<file path="config.mk">
export PLATFORM = sky130hd
export DESIGN_NAME = hls_srl_fifo_ctrl
export DESIGN_NICKNAME = d
export VERILOG_FILES = /design/src/rtl/hls_fifo_pkg.sv /design/src/rtl/hls_srl_fifo_store.sv /design/src/rtl/hls_srl_fifo_ctrl.sv
export SDC_FILE = /design/constraint.sdc
export NUM_CORES = 1
export LEC_CHECK = 0
export BUFFER_PORTS_ARGS = -buffer_cell sky130_fd_sc_hd__buf_2
export CAP_MARGIN = 10
export CORE_MARGIN = 1
export CORE_UTILIZATION = 55
export CTS_CLUSTER_DIAMETER = 150
export DETAILED_ROUTE_END_ITERATION = 12
export PLACE_DENSITY_LB_ADDON = 0.05
export SLEW_MARGIN = 20
export SYNTH_ARGS = -nofsm -noshare
export SYNTH_HDL_FRONTEND = slang
export SYNTH_SLANG_ARGS = --single-unit
</file>
<file path="constraint.sdc">
create_clock -name clk -period 25.4 [get_ports clk]
set_input_delay 0 -clock clk [delete_from_list [all_inputs] [get_ports clk]]
set_output_delay 0 -clock clk [all_outputs]
set_load 0.1 [all_outputs]
</file>
<file path="src/rtl/hls_fifo_pkg.sv">
// Shared types and elaboration helpers for the SRL-based HLS stream FIFO.
package hls_fifo_pkg;

  typedef struct packed {
    logic full_n;
    logic empty_n;
    logic almost_full;
    logic almost_empty;
  } flags_t;

  localparam flags_t FLAGS_RST = '{full_n: 1'b1, empty_n: 1'b0,
                                   almost_full: 1'b0, almost_empty: 1'b1};

  // Occupancy must represent 0..DEPTH inclusive.
  function automatic int cnt_width(input int depth);
    return $clog2(depth) + 1;
  endfunction

  function automatic bit addr_fits(input int aw, input int depth);
    return (64'd1 << aw) >= 64'(depth);
  endfunction

endpackage

</file>
<file path="src/rtl/hls_srl_fifo_store.sv">
// Shift-on-write addressable store; no reset so it maps onto SRL primitives.
module hls_srl_fifo_store #(
  parameter int DATA_WIDTH = 32,
  parameter int ADDR_WIDTH = 4,
  parameter int DEPTH      = 16
) (
  input  logic                  clk,
  input  logic                  we,
  input  logic [ADDR_WIDTH-1:0] addr,
  input  logic [DATA_WIDTH-1:0] din,
  output logic [DATA_WIDTH-1:0] dout
);

  logic [DATA_WIDTH-1:0] r_mem [DEPTH];

  always_ff @(posedge clk) begin
    if (we) begin
      r_mem[0] <= din;
      for (int i = 1; i < DEPTH; i++) r_mem[i] <= r_mem[i-1];
    end
  end

  assign dout = r_mem[addr];

endmodule

</file>
<file path="src/rtl/hls_srl_fifo_ctrl.sv">
// SRL FIFO controller: occupancy count, registered flags, optional output register.
// Macro HLS_SRL_FIFO_OREG_EN enables the registered output stage (prefetched head entry).
module hls_srl_fifo_ctrl
  import hls_fifo_pkg::*;
#(
  parameter int DATA_WIDTH = 32,
  parameter int ADDR_WIDTH = 4,
  parameter int DEPTH      = 16,
  parameter int AF_LEVEL   = 14,
  parameter int AE_LEVEL   = 2
) (
  input  logic                  clk,
  input  logic                  reset,
  input  logic                  if_write,
  input  logic [DATA_WIDTH-1:0] if_din,
  output logic                  if_full_n,
  input  logic                  if_read,
  output logic [DATA_WIDTH-1:0] if_dout,
  output logic                  if_empty_n,
  output logic [ADDR_WIDTH:0]   if_num_data_valid,
  output logic                  if_almost_full,
  output logic                  if_almost_empty
);

  localparam int CW = cnt_width(DEPTH);

  if (!addr_fits(ADDR_WIDTH, DEPTH)) begin : g_addr_check
    $error("hls_srl_fifo_ctrl: 2**ADDR_WIDTH must be >= DEPTH");
  end

  flags_t                r_flags, w_flags_nxt;
  logic [CW-1:0]         r_count, w_count_nxt;
  logic                  w_wr_acc, w_rd_acc, w_we, w_empty_n_nxt;
  logic [ADDR_WIDTH-1:0] w_addr;
  logic [DATA_WIDTH-1:0] w_store_dout;

  assign w_wr_acc    = if_write & r_flags.full_n;
  assign w_rd_acc    = if_read & r_flags.empty_n;
  assign w_we        = w_wr_acc & ~reset;
  assign w_count_nxt = r_count + CW'(w_wr_acc) - CW'(w_rd_acc);

  always_comb begin
    w_flags_nxt.full_n       = (w_count_nxt != CW'(DEPTH));
    w_flags_nxt.empty_n      = w_empty_n_nxt;
    w_flags_nxt.almost_full  = (w_count_nxt >= CW'(AF_LEVEL));
    w_flags_nxt.almost_empty = (w_count_nxt <= CW'(AE_LEVEL));
  end

  always_ff @(posedge clk) begin
    if (reset) begin
      r_count <= '0;
      r_flags <= FLAGS_RST;
    end else begin
      r_count <= w_count_nxt;
      r_flags <= w_flags_nxt;
    end
  end

  hls_srl_fifo_store #(
    .DATA_WIDTH(DATA_WIDTH),
    .ADDR_WIDTH(ADDR_WIDTH),
    .DEPTH     (DEPTH)
  ) u_store (
    .clk (clk),
    .we  (w_we),
    .addr(w_addr),
    .din (if_din),
    .dout(w_store_dout)
  );

`ifdef HLS_SRL_FIFO_OREG_EN
  // empty_n doubles as the output-register valid bit.
  logic [CW-1:0]         r_scnt, w_scnt_nxt;
  logic                  w_pop;
  logic [DATA_WIDTH-1:0] r_dout;

  assign w_pop         = (r_scnt != '0) && (!r_flags.empty_n || w_rd_acc);
  assign w_scnt_nxt    = r_scnt + CW'(w_wr_acc) - CW'(w_pop);
  assign w_addr        = ADDR_WIDTH'(r_scnt - CW'(1));
  assign w_empty_n_nxt = w_pop | (r_flags.empty_n & ~w_rd_acc);

  always_ff @(posedge clk) begin
    if (reset) begin
      r_scnt <= '0;
      r_dout <= '0;
    end else begin
      r_scnt <= w_scnt_nxt;
      if (w_pop) r_dout <= w_store_dout;
    end
  end

  assign if_dout = r_dout;
`else
  assign w_addr        = ADDR_WIDTH'(r_count - CW'(1));
  assign w_empty_n_nxt = (w_count_nxt != '0);
  assign if_dout       = w_store_dout;
`endif

  assign if_full_n         = r_flags.full_n;
  assign if_empty_n        = r_flags.empty_n;
  assign if_almost_full    = r_flags.almost_full;
  assign if_almost_empty   = r_flags.almost_empty;
  assign if_num_data_valid = (ADDR_WIDTH+1)'(r_count);

endmodule

</file>
==> metrics.yaml, run 1 <==
cp_cell_sequence: "buf_16 -> inv_1 -> ha_4 -> buf_16 -> buf_4 -> mux4_2 -> mux4_2 -> buf_2"
grt_pass1_wl_um: 51300
endpoint: "if_dout[12]"
fin_area_um2: 22600
rsz0062_at_grt: "false"
synth-main-ff-cell: "edfxtp_1"
yosys.cell_types.count: 24
grt_pass1_vias: 9008
ios: 77
port_buffers: 76
die_area_um2: 36600
timing.final.crit_share_pct: 17.9
clk_path_buf_depth: 3
ys_async_sr_fraction_pct: 0
r2r_cells: 5
fin_skew_ps: 13.7
cts_made_buffers: 52
finalSetupViolCount: 0
rows: 68
viasPerCell: 5.96
synthDominantCellAreaShare_pct: 78.0
cp-end-kind: "output port"
cp_data_arrival_time_ps: 4540
detailed_place.area_um2: 20600
nets: 952
path_buf_inv: 5
startpoint: "if_num_data_valid[0]"
critPathLaunchType: "register"
max_stage_delay_ps: 670
clk_pin_slew_worst_paths_ps: 60
wire_per_inst_um: 22.6
syn_to_final_growth_pct: 14.6
synth_edf_count: 512
synth_area_per_cell_um2: 25.7
core_region_area_um2: 34900
post-route-drc-count: 0
regToRegEndpoint: "u_store.r_mem[12][1]"
cts_setup_buffers: 0
dr.pass1.iters: 4
outcome: "finished clean"
cts-resized-gates: 0
r2r-start: "if_full_n"
hold_depth: 3
hold_path_class: "primary input to register"
finalHoldViolCount: 0
synthTopCellsByArea: "edfxtp_1 (78%), mux4_2 (18%), dfxtp_1 (0.91%), ha_1 (0.51%), buf_4 (0.38%)"
path_class: "register to output port"
initial_core_util_pct: 56.5
drive_gt1_share_pct: 34.0
worstSkewPairLatency_ps: 580
ys_seq_elements: 521
synth_cells: 767
grt_max_degree: 205
drtAntennaViolNets: 0
maxCapViolations: 0
track_usage_pct: 18.5
fin_tns_setup_ps: 0
final-instance-count-excl-fill: 1402
synth.largest_area_cell: "edfxtp_1"
cts_root_buffer: "clkbuf_16"
finalMaxSlewViolations: 0
htree_levels: 2
slew-limit-headroom_pct: 29.5
synth_area_um2: 19700
vias: 8362
netlist_top_cells_count: "edfxtp_1 (512), mux4_2 (160), clkbuf_1 (16)"
fmax_mhz: 220
die_h_um: 191
cp.required_ps: 25400
antenna_found_initial: 1
synth_nets: 812
dp_hpwl_um: 17800
cts_tree: "yes"
tightest_slew_ps: 1060
critical_path_peak_fanout: 52
drt_iter0_drc: 569
period_needed_ps: 4540
die_w_um: 191
seq_area_frac_synth_pct: 79.0
overflow: 0
cp_top_family: "buffers and inverters"
wl_um: 31700
ys_warn_count: 0
yosysMostFrequentCell: "edfxtp_1"
crit_path_top_delay_cell: "buf_4"
clock-sinks: 521
gp_congestion: 0.737
crit_cells: 8
antenna_cells: 0
place_inst: 1273
r2r_slack_ps: 21340
[how the worst min path moves through the flow]
| stage | from | end |
|---|---|---|
| 6_report | if_write | u_store.r_mem[14][15] |
| 5_1_grt | if_write | u_store.r_mem[14][15] |
| 4_1_cts | if_write | u_store.r_mem[10][17] |
| 3_5_place_dp | if_din[19] | u_store.r_mem[0][19] |
| 3_3_place_gp | if_din[31] | u_store.r_mem[0][31] |
| 2_1_floorplan | if_din[0] | u_store.r_mem[0][0] |
[cell usage in the layout, fill, tap and decap left out, drive strengths merged, types with 2 or more instances in the layout]
master | synthesis | layout
nand4bb | 2 | 2
edfxtp | 512 | 512
nor2 | 7 | 7
clkinv | 0 | 20
clkbuf | 16 | 70
mux4 | 160 | 160
bufinv | 0 | 3
buf | 20 | 89
ha | 8 | 8
a21oi | 2 | 2
inv | 9 | 9
nand2b | 3 | 3
nor2b | 2 | 2
xnor2 | 4 | 4
nand2 | 5 | 5
dfxtp | 9 | 9
dlygate4sd3 | 0 | 33
[layout make-up]
cell class,count,area (µm²)
fill,2303,12300
timing repair buffer,122,868
clock inverter,24,185
sequential,521,15600
clock buffer,70,1400
multi-input combinational,201,3960
inverter,9,33.8
tap,455,569
[cell families after synthesis]
family / Yosys count / synth area share, %
xor gates and xnor gates: 5 / 0.222
DFF: 521 / 79.0
muxes: 160 / 18.3
buffers and inverters: 45 / 1.14
adders and majority gates: 9 / 0.610
AOI/OAI and AO/OA: 5 / 0.178
and+or+nand+nor: 22 / 0.603
[state kept, by name, indices dropped and copies added, names as in the netlist]
signal	cells
if_almost_empty	1
if_full_n	1
if_empty_n	1
u_store.r_mem	512
if_almost_full	1
if_num_data_valid	5
[through the flow]
stage | setup slack (ps) | utilization [%] | hold slack, ps
6_report | 20860 | 64.7 | 52.7
2_1_floorplan | 1660 | - | 98.9
4_1_cts | 20190 | 64.5 | 25.2
3_3_place_gp | 20890 | 59.0 | 178
3_5_place_dp | 20690 | 59.0 | 178
5_1_grt | 20510 | 64.7 | 84.7
[tightest hold or removal path, cell delays in order]
cell and delay (ps):
buf_2 100, nand2_1 120, nor2_4 180
[timing repair]
item	4_1_cts	5_1_grt
hold buffers	33	0
endpoints found under the hold margin	41	0
endpoints found under the setup margin	0	0
[metal layers]
metal | global-route usage, % | routed length (µm) | vias up | share of wire [%]
met1 | 26.1 | 13800 | 4509 | 43
met2 | 29.6 | 15900 | 167 | 50
met3 | 2.97 | 1180 | 60 | 3.7
li1 | - | - | 3624 | -
met5 | 0 | 13 | - | 0.041
met4 | 6.87 | 813 | 2 | 2.6
Power of run 1 is not shown: default switching activity piles up to over one toggle a cycle in this logic, so the estimate is an artifact.
==> run 2, diff against run 1 <==
==> constraint.sdc (replaced) <==
create_clock -name clk -period 3.9 [get_ports clk]
set_input_delay 0 -clock clk [delete_from_list [all_inputs] [get_ports clk]]
set_output_delay 0 -clock clk [all_outputs]
set_load 0.1 [all_outputs]
==> run 2 against run 1 <==
Utilization grew 0.39 points. Register-to-register slack lost 20000 ps. Sequential cell count unchanged. Sequential share of layout area decreased by 0.40 points. Critical endpoint is now if_dout[5]. Highest routed layer is now met4.
==> metrics.yaml, run 2 (synthesis gave the netlist of run 1 again) <==
outcome: "finished clean"  # unchanged
grt_pass1_vias: 8990  # was 9008
wire_per_inst_um: 22.7  # was 22.6 µm
fin_skew_ps: 12.7  # was 13.7 ps
worstSkewPairLatency_ps: 580  # about the same
cts-resized-gates: 0  # unchanged
die_area_um2: 36600  # unchanged
cp_data_arrival_time_ps: 3550  # was 4540 ps
clock-sinks: 521  # unchanged
drt_iter0_drc: 695  # was 569
tightest_slew_ps: 940  # was 1060 ps
final_cell_mix: "edfxtp_1 (512), mux4_2 (160), buf_2 (76)"  # unchanged
gp_congestion: 0.734  # was 0.737
crit_top_cell: "mux4_2"
timing.final.crit_share_pct: 91.0
r2r-start: "if_empty_n"  # was if_full_n
grt_pass1_wl_um: 51600  # was 51300 µm
layout_commonest_cell: "edfxtp_1"  # unchanged
antenna_cells: 0  # unchanged
die_w_um: 191  # unchanged
syn_to_final_growth_pct: 15.3  # was 14.6%
crit_path_top_delay_cell: "dfxtp_4"  # was buf_4
port_buffers: 76  # unchanged
htree_levels: 2  # unchanged
core_region_area_um2: 34900  # unchanged
grt_max_degree: 121  # was 205
wl_um: 31800  # was 31700 µm
max_stage_delay_ps: 620  # was 670 ps
post-route-drc-count: 0  # unchanged
rows: 68  # unchanged
dp_hpwl_um: 17500  # was 17800 µm
rsz0062_at_grt: "false"  # unchanged
track_usage_pct: 18.5  # about the same
largest_reg_flops: 512  # unchanged
cts_made_buffers: 52  # unchanged
initial_core_util_pct: 56.5  # unchanged
fmax_mhz: 282
largest-register: "u_store.r_mem"  # unchanged
holdWs_ps: 135  # was 52.7 ps
cp_cell_sequence: "inv_1 -> ha_4 -> buf_4 -> mux4_2 -> mux4_2 -> buf_2"  # was buf_16 -> inv_1 -> ha_4 -> buf_16 -> buf_4 -> mux4_2 -> mux4_2 -> buf_2
cts_root_buffer: "clkbuf_16"  # unchanged
hp-start: "if_din[19]"  # was if_write
antenna_found_initial: 0  # was 1
viasPerCell: 5.89  # was 5.96
finalSetupViolCount: 0  # unchanged
critical_path_peak_fanout: 23  # was 52
cp-end-kind: "output port"  # unchanged
vias: 8261  # was 8362
clk_path_buf_depth: 3  # unchanged
critPathLaunchType: "register"  # unchanged
hold_path_class: "primary input to register"  # unchanged
nets: 954  # was 952
dr.pass1.iters: 5  # was 4
cts_tree: "yes"  # unchanged
period_needed_ps: 3550
ios: 77  # unchanged
slew-limit-headroom_pct: 37.3  # was 29.5%
path_class: "register to output port"  # unchanged
maxCapViolations: 0  # unchanged
overflow: 0  # unchanged
finalHoldViolCount: 0  # unchanged
cp.required_ps: 3900  # was 25400 ps
drtAntennaViolNets: 0  # unchanged
startpoint: "if_num_data_valid[0]"  # unchanged
finalMaxSlewViolations: 0  # unchanged
clk_pin_slew_worst_paths_ps: 70  # was 60 ps
drive_gt1_share_pct: 34.4  # was 34.0%
die_h_um: 191  # unchanged
==> run 2: worst max-delay path, delay by kind of cell (launching register included) <==
family                   cells  cell delay (ps)
flip-flops                   1              620
multiplexers                 2              890
buffers and inverters        3              870
adder cells (fa/ha/maj)      1              570
==> run 2: layer usage <==
metal	track usage (%)	part of all wire, %	vias to the layer above	routed length [µm]
met4	5.37	1.8	0	559
met5	0	0	-	0
met3	3.80	4.5	45	1440
met1	27.7	45	4447	14300
met2	28.0	49	148	15500
li1	-	-	3621	-
==> run 2: path summary, 6_finish.rpt <==
| kind | cells past startpoint | to | slack [ps] |
|---|---|---|---|
| worst max register to register | 9 | if_empty_n | 1650 |
| worst max-delay path | 6 | if_dout[5] | 350 |
| worst min-delay path | 2 | u_store.r_mem[0][19] | 130 |
| worst min register to register | 0 | u_store.r_mem[14][5] | 440 |
==> run 2: through the flow <==
stage	worst slack, ps	area [µm²]	utilization, %	instances	setup TNS (ps)
after global placement	794	20700	59.4	1275	0
after detailed placement	716	20700	59.4	1275	0
after CTS	70.8	22700	65.0	1402	0
after global routing	123	22700	65.1	1403	0
final	349	22700	65.1	1403	0
after floorplan	-4720	19700	-	767	-2415620
==> run 2: timing repair <==
item | in CTS | in global routing
hold buffers | 34 | 0
endpoints found under the setup margin | 0 | 4
buffers inserted | 0 | 1
hold endpoints to repair | 57 | 0
==> run 2: final cells by class <==
type | count | area [µm²]
sequential | 521 | 15600
fill | 2267 | 12200
multi-input combinational | 201 | 3960
clock buffer | 63 | 1360
timing repair buffer | 124 | 946
tap | 455 | 569
clock inverter | 30 | 270
inverter | 9 | 33.8
Power of run 2 is left out for the same reason.
==> run 3, diff against run 2 <==
--- a/config.mk
+++ b/config.mk
@@ -8,7 +8,7 @@
 export BUFFER_PORTS_ARGS = -buffer_cell sky130_fd_sc_hd__buf_2
 export CAP_MARGIN = 10
 export CORE_MARGIN = 1
-export CORE_UTILIZATION = 55
+export CORE_UTILIZATION = 35
 export CTS_CLUSTER_DIAMETER = 150
 export DETAILED_ROUTE_END_ITERATION = 12
 export PLACE_DENSITY_LB_ADDON = 0.05
==> run 3 against run 2 <==
Via count is 2.1% higher. Fmax grew 8.7%. Non-clock buffer count rose by 10. Critical path depth did not move. Clock skew is essentially flat. Critical path type unchanged. Largest cell class unchanged. Highest routed layer unchanged.
==> metrics.yaml, run 3 (synthesis gave the netlist of run 1 again) <==
core_region_area_um2: 55300  # was 34900 µm²
layout_commonest_cell: "edfxtp_1"  # unchanged
crit_top_cell: "mux4_2"  # unchanged
worstSkewPairLatency_ps: 600  # was 580 ps
critical_path_peak_fanout: 26  # was 23
ios: 77  # unchanged
finalSetupViolCount: 0  # unchanged
period_needed_ps: 3270  # was 3550 ps
clock-sinks: 521  # unchanged
syn_to_final_growth_pct: 18.5  # was 15.3%
timing.final.crit_share_pct: 83.7  # was 91.0%
path_buf_inv: 3  # unchanged
gp_congestion: 0.720  # was 0.734
max_stage_delay_ps: 590  # was 620 ps
vias: 8432  # was 8261
rows: 86  # was 68
post-route-drc-count: 0  # unchanged
nets: 970  # was 954
cp_data_arrival_time_ps: 3270  # was 3550 ps
htree_levels: 2  # unchanged
port_buffers: 76  # unchanged
place_ws_ps: 1210  # was 716 ps
grt_pass1_wl_um: 55600  # was 51600 µm
final_cell_mix: "edfxtp_1 (512), mux4_2 (160), buf_2 (76)"  # unchanged
crit_path_top_delay_cell: "ha_4"  # was dfxtp_4
fmax_mhz: 306  # was 282 MHz
outcome: "finished clean"  # unchanged
cp_cell_sequence: "inv_1 -> ha_4 -> buf_4 -> mux4_2 -> mux4_2 -> buf_2"  # unchanged
wire_per_inst_um: 20.2  # was 22.7 µm
cts_tree: "yes"  # unchanged
antenna_found_initial: 1  # was 0
maxCapViolations: 0  # unchanged
drive_gt1_share_pct: 35.0  # was 34.4%
cts_root_buffer: "clkbuf_16"  # unchanged
hold_path_class: "primary input to register"  # unchanged
path_class: "register to output port"  # unchanged
track_usage_pct: 12.6  # was 18.5%
dp_hpwl_um: 19600  # was 17500 µm
largest_reg_flops: 512  # unchanged
fin_skew_ps: 12.9  # was 12.7 ps
fill_cells: 4825  # was 2267
cp.required_ps: 3900  # about the same
finalHoldViolCount: 0  # unchanged
cp_top_family: "multiplexers"  # unchanged
slew-limit-headroom_pct: 39.0  # was 37.3%
grt_pass1_vias: 9181  # was 8990
antenna_cells: 0  # unchanged
die_h_um: 239  # was 191 µm
tightest_slew_ps: 913  # was 940 ps
cts-resized-gates: 0  # unchanged
drtAntennaViolNets: 0  # unchanged
finalMaxSlewViolations: 0  # unchanged
viasPerCell: 4.91  # was 5.89
wl_um: 34700  # was 31800 µm
largest-register: "u_store.r_mem"  # unchanged
grt_max_degree: 81  # was 121
initial_core_util_pct: 35.6  # was 56.5%
drt_iter0_drc: 586  # was 695
worst_slack_ps: 635  # was 349 ps
die_area_um2: 57200  # was 36600 µm²
die_w_um: 239  # was 191 µm
cp-end-kind: "output port"  # unchanged
cts_made_buffers: 58  # was 52
clk_path_buf_depth: 3  # unchanged
overflow: 0  # unchanged
rsz0062_at_grt: "false"  # unchanged
dr.pass1.iters: 5  # unchanged
critPathLaunchType: "register"  # unchanged
clk_pin_slew_worst_paths_ps: 60  # was 70 ps
-- run 3: cell type report --
cell class / instances / area [µm²] / share of cell area (%)
sequential: 521 / 15600 / 66.7
multi-input combinational: 201 / 3960 / 17.0
clock buffer: 75 / 1580 / 6.76
timing repair buffer: 134 / 1030 / 4.39
tap: 748 / 936 / 4.01
clock inverter: 29 / 248 / 1.06
inverter: 9 / 33.8 / 0.145
-- run 3: worst paths after layout --
kind	from	to	slack, ps	depth (start not counted)
worst max-delay path	if_num_data_valid[1]	if_dout[20]	630	6
worst min-delay path	if_din[23]	u_store.r_mem[0][23]	110	2
worst max register to register	if_empty_n	if_empty_n	1670	9
worst min register to register	u_store.r_mem[13][20]	u_store.r_mem[14][20]	440	0
-- run 3: metal layers --
metal	share of wire [%]	up-vias	track usage, %
li1	-	3659	-
met1	47	4553	18.2
met2	46	150	18.9
met3	4.1	70	2.64
met4	2.5	0	4.49
met5	0	-	0
-- run 3: worst register-to-register path, stage by stage, from the launching register on --
cell      delay, ps
dfxtp_1         310
and2_1          140
ha_1            280
inv_1            40
ha_1            200
fa_1            430
nand2b_1         90
a21oi_1          90
xnor2_1         350
a41oi_1         170
-- run 3: stage by stage --
stage	setup TNS, ps	cells	util [%]	cell area (µm²)	hold slack, ps
4_1_cts	0	1717	42.2	23300	61.4
5_1_grt	0	1717	42.2	23300	76.7
6_report	0	1717	42.2	23300	112
3_5_place_dp	0	1579	38.3	21200	178
3_3_place_gp	0	1579	38.3	21200	177
2_1_floorplan	-2415620	767	-	19700	98.9
-- run 3: what timing repair did --
action,CTS,global route
hold endpoints to repair,63,0
setup buffers,0,0
hold buffers,34,0
endpoints found under the setup margin,0,0
Power of run 3 is left out for the same reason.
